<file path="config.mk">
export PLATFORM = sky130hd
export DESIGN_NAME = stopwatch_bcd
export DESIGN_NICKNAME = d
export VERILOG_FILES = /design/src/rtl/stopwatch_bcd.sv
export SDC_FILE = /design/constraint.sdc
export NUM_CORES = 1
export LEC_CHECK = 0
export BUFFER_PORTS_ARGS = -buffer_cell sky130_fd_sc_hd__buf_2
export CAP_MARGIN = 20
export CORE_MARGIN = 1.5
export CORE_UTILIZATION = 56
export CTS_BUF_LIST = sky130_fd_sc_hd__clkbuf_8
export CTS_CLUSTER_DIAMETER = 30
export DETAILED_ROUTE_END_ITERATION = 8
export HOLD_SLACK_MARGIN = 0.1
export PLACE_DENSITY = 0.75
export SLEW_MARGIN = 10
export SYNTH_ARGS = -nofsm -noshare
export SYNTH_HDL_FRONTEND = slang
export SYNTH_SLANG_ARGS = --single-unit
export TNS_END_PERCENT = 100
</file>
<file path="constraint.sdc">
create_clock -name clk -period 1.7 [get_ports clk]
set_input_delay 0.17 -clock clk [delete_from_list [all_inputs] [get_ports clk]]
set_output_delay 0.17 -clock clk [all_outputs]
set_load 0.02 [all_outputs]
</file>
<file path="src/rtl/stopwatch_bcd.sv">
// -----------------------------------------------------------------------------
// stopwatch_bcd
//
// Stopwatch core that counts elapsed time as BCD MM:SS.t from a 10 Hz tick.
// Three raw push-buttons (start/stop, lap, clear) are synchronized and
// edge-detected. A four-state FSM (IDLE/RUN/PAUSE/LAP) controls counting and
// a frozen lap display.
//
// Parameters:
//   SYNC_STAGES  synchronizer depth per button (>= 2)
//   WRAP         1: 59:59.9 wraps to 00:00.0; 0: saturates and pauses
//
// Ports:
//   clk          system clock
//   reset_n      asynchronous active-low reset
//   tick         one-cycle 10 Hz count enable
//   key_start_n  raw start/stop button, active-low, asynchronous
//   key_lap_n    raw lap button, active-low, asynchronous
//   key_clear_n  raw clear button, active-low, asynchronous
//   d_tenth      displayed tenths digit
//   d_sec_lo     displayed seconds ones digit
//   d_sec_hi     displayed seconds tens digit
//   d_min_lo     displayed minutes ones digit
//   d_min_hi     displayed minutes tens digit
//   running      high in RUN or LAP
//   lap_frozen   high in LAP
//   ovf          one-cycle pulse on wrap or saturation
// -----------------------------------------------------------------------------
module stopwatch_bcd #(
    parameter int SYNC_STAGES = 2,
    parameter int WRAP        = 1
) (
    input  logic       clk,
    input  logic       reset_n,
    input  logic       tick,
    input  logic       key_start_n,
    input  logic       key_lap_n,
    input  logic       key_clear_n,
    output logic [3:0] d_tenth,
    output logic [3:0] d_sec_lo,
    output logic [3:0] d_sec_hi,
    output logic [3:0] d_min_lo,
    output logic [3:0] d_min_hi,
    output logic       running,
    output logic       lap_frozen,
    output logic       ovf
);

    typedef enum logic [1:0] {
        IDLE  = 2'd0,
        RUN   = 2'd1,
        PAUSE = 2'd2,
        LAP   = 2'd3
    } state_t;

    // Packed count layout, one nibble per digit:
    // [3:0] tenth, [7:4] sec_lo, [11:8] sec_hi, [15:12] min_lo, [19:16] min_hi
    localparam logic [19:0] MAX_COUNT = 20'h59599;

    // ------------------------------------------------------------------
    // Button path: synchronizer -> falling-edge detector -> event pulse
    // ------------------------------------------------------------------
    logic [2:0] key_raw;   // bit 0 start, bit 1 lap, bit 2 clear
    logic [2:0] key_ev;

    assign key_raw = {key_clear_n, key_lap_n, key_start_n};

    // Marks when the last synchronizer stage holds a genuinely sampled value
    // rather than its reset preset. Until then, the edge detector treats the
    // key as pressed, so a key held down through reset release only arms on
    // its first release and never yields an event.
    logic [SYNC_STAGES-1:0] vld_reg;

    always_ff @(posedge clk or negedge reset_n) begin
        if (!reset_n) begin
            vld_reg <= '0;
        end else begin
            vld_reg <= {vld_reg[SYNC_STAGES-2:0], 1'b1};
        end
    end

    genvar gi;
    generate
        for (gi = 0; gi < 3; gi++) begin : g_key
            logic [SYNC_STAGES-1:0] sync_reg;
            logic                   prev_reg;
            logic                   ev_reg;

            always_ff @(posedge clk or negedge reset_n) begin
                if (!reset_n) begin
                    sync_reg <= '1;
                    prev_reg <= 1'b0;
                    ev_reg   <= 1'b0;
                end else begin
                    sync_reg <= {sync_reg[SYNC_STAGES-2:0], key_raw[gi]};
                    prev_reg <= vld_reg[SYNC_STAGES-1] & sync_reg[SYNC_STAGES-1];
                    // Registered pulse: event is visible one cycle after the
                    // synchronized level falls.
                    ev_reg   <= vld_reg[SYNC_STAGES-1] & prev_reg
                                & ~sync_reg[SYNC_STAGES-1];
                end
            end

            assign key_ev[gi] = ev_reg;
        end
    endgenerate

    // Priority resolution: clear > start > lap; lower events are dropped.
    logic clr_ev;
    logic start_ev;
    logic lap_ev;

    assign clr_ev   = key_ev[2];
    assign start_ev = key_ev[0] & ~key_ev[2];
    assign lap_ev   = key_ev[1] & ~key_ev[0] & ~key_ev[2];

    // ------------------------------------------------------------------
    // Live counter increment cascade
    // ------------------------------------------------------------------
    logic [19:0] live_reg;
    logic [19:0] live_inc;
    logic [4:0]  carry;

    assign carry[0] = 1'b1;

    generate
        for (gi = 0; gi < 5; gi++) begin : g_digit
            // Tens digits of seconds and minutes roll at 5, the rest at 9.
            localparam logic [3:0] LIM = (gi == 2 || gi == 4) ? 4'd5 : 4'd9;
            logic at_lim;

            assign at_lim = (live_reg[4*gi +: 4] == LIM);

            if (gi < 4) begin : g_carry
                assign carry[gi+1] = carry[gi] & at_lim;
            end

            assign live_inc[4*gi +: 4] = !carry[gi] ? live_reg[4*gi +: 4] :
                                         at_lim     ? 4'd0 :
                                                      live_reg[4*gi +: 4] + 4'd1;
        end
    endgenerate

    logic at_max;
    assign at_max = (live_reg == MAX_COUNT);

    // ------------------------------------------------------------------
    // FSM and datapath next-state
    // ------------------------------------------------------------------
    state_t      state_reg;
    state_t      state_next;
    logic [19:0] live_next;
    logic [19:0] lap_reg;
    logic [19:0] lap_next;
    logic [19:0] disp_reg;
    logic [19:0] disp_next;
    logic        ovf_next;
    logic        running_reg;
    logic        lap_frozen_reg;
    logic        ovf_reg;

    always_comb begin
        state_next = state_reg;
        live_next  = live_reg;
        lap_next   = lap_reg;
        ovf_next   = 1'b0;

        case (state_reg)
            IDLE: begin
                if (start_ev) begin
                    state_next = RUN;
                end
            end
            RUN: begin
                if (start_ev) begin
                    state_next = PAUSE;
                end else if (lap_ev) begin
                    state_next = LAP;
                    lap_next   = live_reg;  // pre-increment snapshot
                end
            end
            LAP: begin
                if (start_ev) begin
                    state_next = PAUSE;
                end else if (lap_ev) begin
                    state_next = RUN;
                end
            end
            PAUSE: begin
                if (start_ev) begin
                    state_next = RUN;
                end else if (clr_ev) begin
                    state_next = IDLE;
                    live_next  = '0;
                end
            end
            default: begin
                state_next = IDLE;
            end
        endcase

        // Counting depends on the state before any transition this cycle.
        if (tick && (state_reg == RUN || state_reg == LAP)) begin
            ovf_next = at_max;
            if (at_max && (WRAP == 0)) begin
                // Saturate: hold the count and force a pause, which also
                // drops any lap freeze.
                state_next = PAUSE;
            end else begin
                live_next = live_inc;
            end
        end

        disp_next = (state_next == LAP) ? lap_next : live_next;
    end

    always_ff @(posedge clk or negedge reset_n) begin
        if (!reset_n) begin
            state_reg      <= IDLE;
            live_reg       <= '0;
            lap_reg        <= '0;
            disp_reg       <= '0;
            running_reg    <= 1'b0;
            lap_frozen_reg <= 1'b0;
            ovf_reg        <= 1'b0;
        end else begin
            state_reg      <= state_next;
            live_reg       <= live_next;
            lap_reg        <= lap_next;
            disp_reg       <= disp_next;
            running_reg    <= (state_next == RUN) || (state_next == LAP);
            lap_frozen_reg <= (state_next == LAP);
            ovf_reg        <= ovf_next;
        end
    end

    // All outputs come straight from registers.
    assign d_tenth    = disp_reg[3:0];
    assign d_sec_lo   = disp_reg[7:4];
    assign d_sec_hi   = disp_reg[11:8];
    assign d_min_lo   = disp_reg[15:12];
    assign d_min_hi   = disp_reg[19:16];
    assign running    = running_reg;
    assign lap_frozen = lap_frozen_reg;
    assign ovf        = ovf_reg;

endmodule

</file>
==> summary.md <==
| Metric | Value |
|---|---|
| Mapped Avg Cell Area | 12.0 um^2 |
| Final setup fails | 2 |
| ANT nets after route | 0 |
| Post-DP HPWL | 4550 um |
| YS warnings | 0 |
| RSZ-0062 raised after global routing | true |
| Fmax | around 0.6 GHz |
| LEAKAGE | roughly 2.0 nW |
| Cell Count, Final, Fillers Out | 432 |
| First-pass GRT wire length | 10900 um |
| Reg power frac | a little over two fifths |
| Final wirelength | roughly 6900 um |
| Number of synthesized flops with an enable pin | 0 |
| Yosys cell types | 53 |
| Max VDD drop | 1.04 mV |
| Worst hold path type | in2async |
| Switching power | ~2.1 mW |
| Final Hold Fails | 0 |
| Gr usage total | about 22% |
| Top_reg_cell synth | dfrtp_1 |
| Async set-reset flop share out of synthesis | 100% |
| Root buffer cell | clkbuf_8 |
| Net Sw Frac | 34.5% |
| Slew Viols, Final | 0 |
| Initial antenna violation count | 0 |
| Mean number of vias per cell | 5.75 |
| Clk_skew | 7.64 ps |
| CTS tree | yes |
| Comb power frac | 37.5% |
| Synth Cell Area | 0.00347 mm^2 |
| Cts bufs inserted | 9 |
| H-tree level count | 3 |
| Placed Cells | roughly 400 |
| 1st-pass router iterations | 5 |
| Final WS setup | -1.46 ps |
| Clk slew on worst S/H paths | 80 ps |
| Port Buf Inserts | 28 |
| Layout cells sized above 1 | 38.7% |
| Antenna cells | 0 |
| Vias | 2483 |
| GP Congestion | between 0.8 and 0.9 |
| Boundary pin count | 29 |
| Die Wd | slightly above 80 um |
| Worst EP required | 1940 ps |
| Largest net degree at the start of global routing | 43 |
| DIE HEIGHT | 81.7 um |
| Drt wl/cell | 16.0 um |
| CP Data Arrival Time | ~1900 ps |
| Synth Instances | 289 |
| Sequential area share after synthesis | 56.5% |
| Failing checks | setup timing |
| Layout filler cell count | around 450 |
| Area Growth Syn to Fin | 21.7% |
| Post-synthesis sequential element count | 78 |
| Total congestion overflow | 0 |
| Crit path time final | 1700 ps |
| Initial DRC Count | 140 |
| Worst setup EP type | flop |
| Crit path launch type | flop |
| Nets | 358 |
| Crit share post-route | 100% |
| Core area | 0.00596 mm^2 |
| FF-to-FF path depth | 5 |
| Residual DRC | 0 |
| Pint | between 4 and 5 mW |
| Row cnt | 28 |
| CP Max Fanout | 6 |
| Max Cap Viol | 0 |
| Vias in the first global route | approximately 2400 |
| Synthesized Nets | roughly 300 |
| Initial Util | 58.2% |
| CTS max path bufs | 2 |
| Worst flop-to-flop path endpoint | disp_reg[12]$_DFF_PN0_ |
| Status | complete, but fails checks |
| Crit path kind | reg2reg |
| Power share of the clock group | 19.9% |
| Design Power | 6.14 mW |
| Clk_lat worst skew | 350 ps |
| FF-to-FF Start | state_reg[1]$_DFF_PN0_ |
| Fin Setup TNS | -2.45 ps |
| Die area | 0.00667 mm^2 |
| Worst R2R Setup Slack | -1 ps |
| Pwr/cell area | 1450 mW/mm^2 |
| Sink Count | about 80 |
routing by layer:
metal | share of wire [%] | track usage, % | wire length, um
met5 | 0 | 0 | 0
met4 | 2.7 | 11.9 | 184
met3 | 4.0 | 4.89 | 274
met2 | 50 | 37.5 | 3490
met1 | 43 | 26.6 | 2970
area by class of cell:
| cell class | count | area (um^2) | area share (%) |
|---|---|---|---|
| clock buffers | 10 | 138 | 3.26 |
| clock inverters | 6 | 37.5 | 0.889 |
| inverters | 8 | 30.0 | 0.712 |
| well taps | 75 | 93.8 | 2.22 |
| flip-flops and latches | 78 | 1960 | 46.5 |
| multi-input cells | 182 | 1420 | 33.7 |
| repair buffers | 73 | 534 | 12.7 |
critical path, stage by stage (launching register included):
cell,delay [ps]
dfrtp_2,450
and2_1,220
o311ai_4,340
inv_2,110
buf_4,180
mux2_4,290
cells in the mapped netlist (all sizes together) (2+ instances only):
library cell | number | area (um^2)
a41oi | 2 | 17.5
and4b | 3 | 30.0
a21oi | 5 | 25.0
nand4b | 5 | 43.8
nand4 | 4 | 25.0
mux2i | 6 | 60.1
nand2b | 4 | 25.0
nand2 | 25 | 101
xnor2 | 2 | 17.5
and4bb | 3 | 37.5
nor2b | 7 | 43.8
or3 | 3 | 18.8
buf | 9 | 53.8
nor4b | 2 | 17.5
a21boi | 6 | 45.0
nand3b | 2 | 15.0
and3b | 3 | 26.3
o21a | 3 | 22.5
o211ai | 7 | 52.6
a2bb2oi | 6 | 52.6
nand3 | 9 | 45.0
nor3 | 2 | 10.0
o21ai | 6 | 30.0
dfstp | 6 | 158
dfrtp | 72 | 1800
a211o | 2 | 17.5
nor2 | 2 | 7.51
mux2 | 23 | 267
a31oi | 5 | 31.3
clkbuf | 12 | 46.3
and2 | 9 | 56.3
a311oi | 5 | 43.8
a31o | 7 | 61.3
and4 | 3 | 26.3
inv | 8 | 30.0
cell usage in the layout, fill, tap and decap left out, drive strengths merged, types with 2 or more instances in the layout:
master        n
and4          3
xnor2         2
dfstp         6
mux2         23
clkinvlp      3
mux2i         6
o21a          3
and3b         3
a21oi         5
dfrtp        72
nand3b        2
a31o          7
or3           3
nand2b        4
nor2b         7
a21boi        6
a31oi         5
a311oi        5
nand2        25
clkbuf       10
a211o         2
nand4         4
o211ai        7
nor3          2
and2          9
a41oi         2
a2bb2oi       6
and4b         3
inv           8
clkinv        3
nor2          2
and4bb        3
nand4b        5
nor4b         2
o21ai         6
dlygate4sd3   4
buf          69
nand3         9
timing repair:
item | CTS | global route
pin swaps | 0 | 5
gates resized for setup | 2 | 15
buffers inserted | 0 | 10
hold buffers | 4 | 0
endpoints found under the setup margin | 4 | 20
endpoints found under the hold margin | 75 | 0
how the worst max path moves through the flow:
| stage | from | to | slack [ps] |
|---|---|---|---|
| floorplan | state_reg[1]$_DFF_PN0_ | disp_reg[12]$_DFF_PN0_ | -30 |
| global placement | state_reg[1]$_DFF_PN0_ | disp_reg[18]$_DFF_PN0_ | 40 |
| detailed placement | state_reg[1]$_DFF_PN0_ | disp_reg[18]$_DFF_PN0_ | 6 |
| CTS | state_reg[1]$_DFF_PN0_ | disp_reg[18]$_DFF_PN0_ | 10 |
| global route | state_reg[1]$_DFF_PN0_ | disp_reg[18]$_DFF_PN0_ | -80 |
| finish | state_reg[1]$_DFF_PN0_ | disp_reg[12]$_DFF_PN0_ | -1 |
power by group through the flow:
stage               Sequential [mW]  Clock (mW)  Combinational (mW)
finish                         2.62        1.22                2.30
global route                   2.68        1.33                2.50
CTS                            2.61        1.25                2.17
detailed placement             2.64           0                2.16
global placement               2.63           0                2.11
floorplan                      2.85           0                1.28
per-stage QoR:
step,area [um^2],setup slack [ps],hold slack (ps),utilization [%]
global route,4220,-75.2,200,70.9
global placement,3860,39.5,11.4,64.8
CTS,4080,10.2,183,68.4
floorplan,3490,-34.2,-126,-
detailed placement,3860,5.74,11.1,64.8
finish,4220,-1.46,181,70.9
cell families (layout without fill, tap and decap cells):
kind of cell / count (synthesis) / after routing / synth area share (%)
multiplexers: 29 / 29 / 9.42
XOR/XNOR: 3 / 3 / 0.758
buffers and inverters: 29 / 97 / 3.75
other: 1 / 1 / 0.108
AO/OA/AOI/OAI: 61 / 61 / 13.4
flip-flops: 78 / 78 / 56.5
AND/OR/NAND/NOR: 88 / 88 / 16.0
Note: power is estimated with default switching activity, not from simulation.
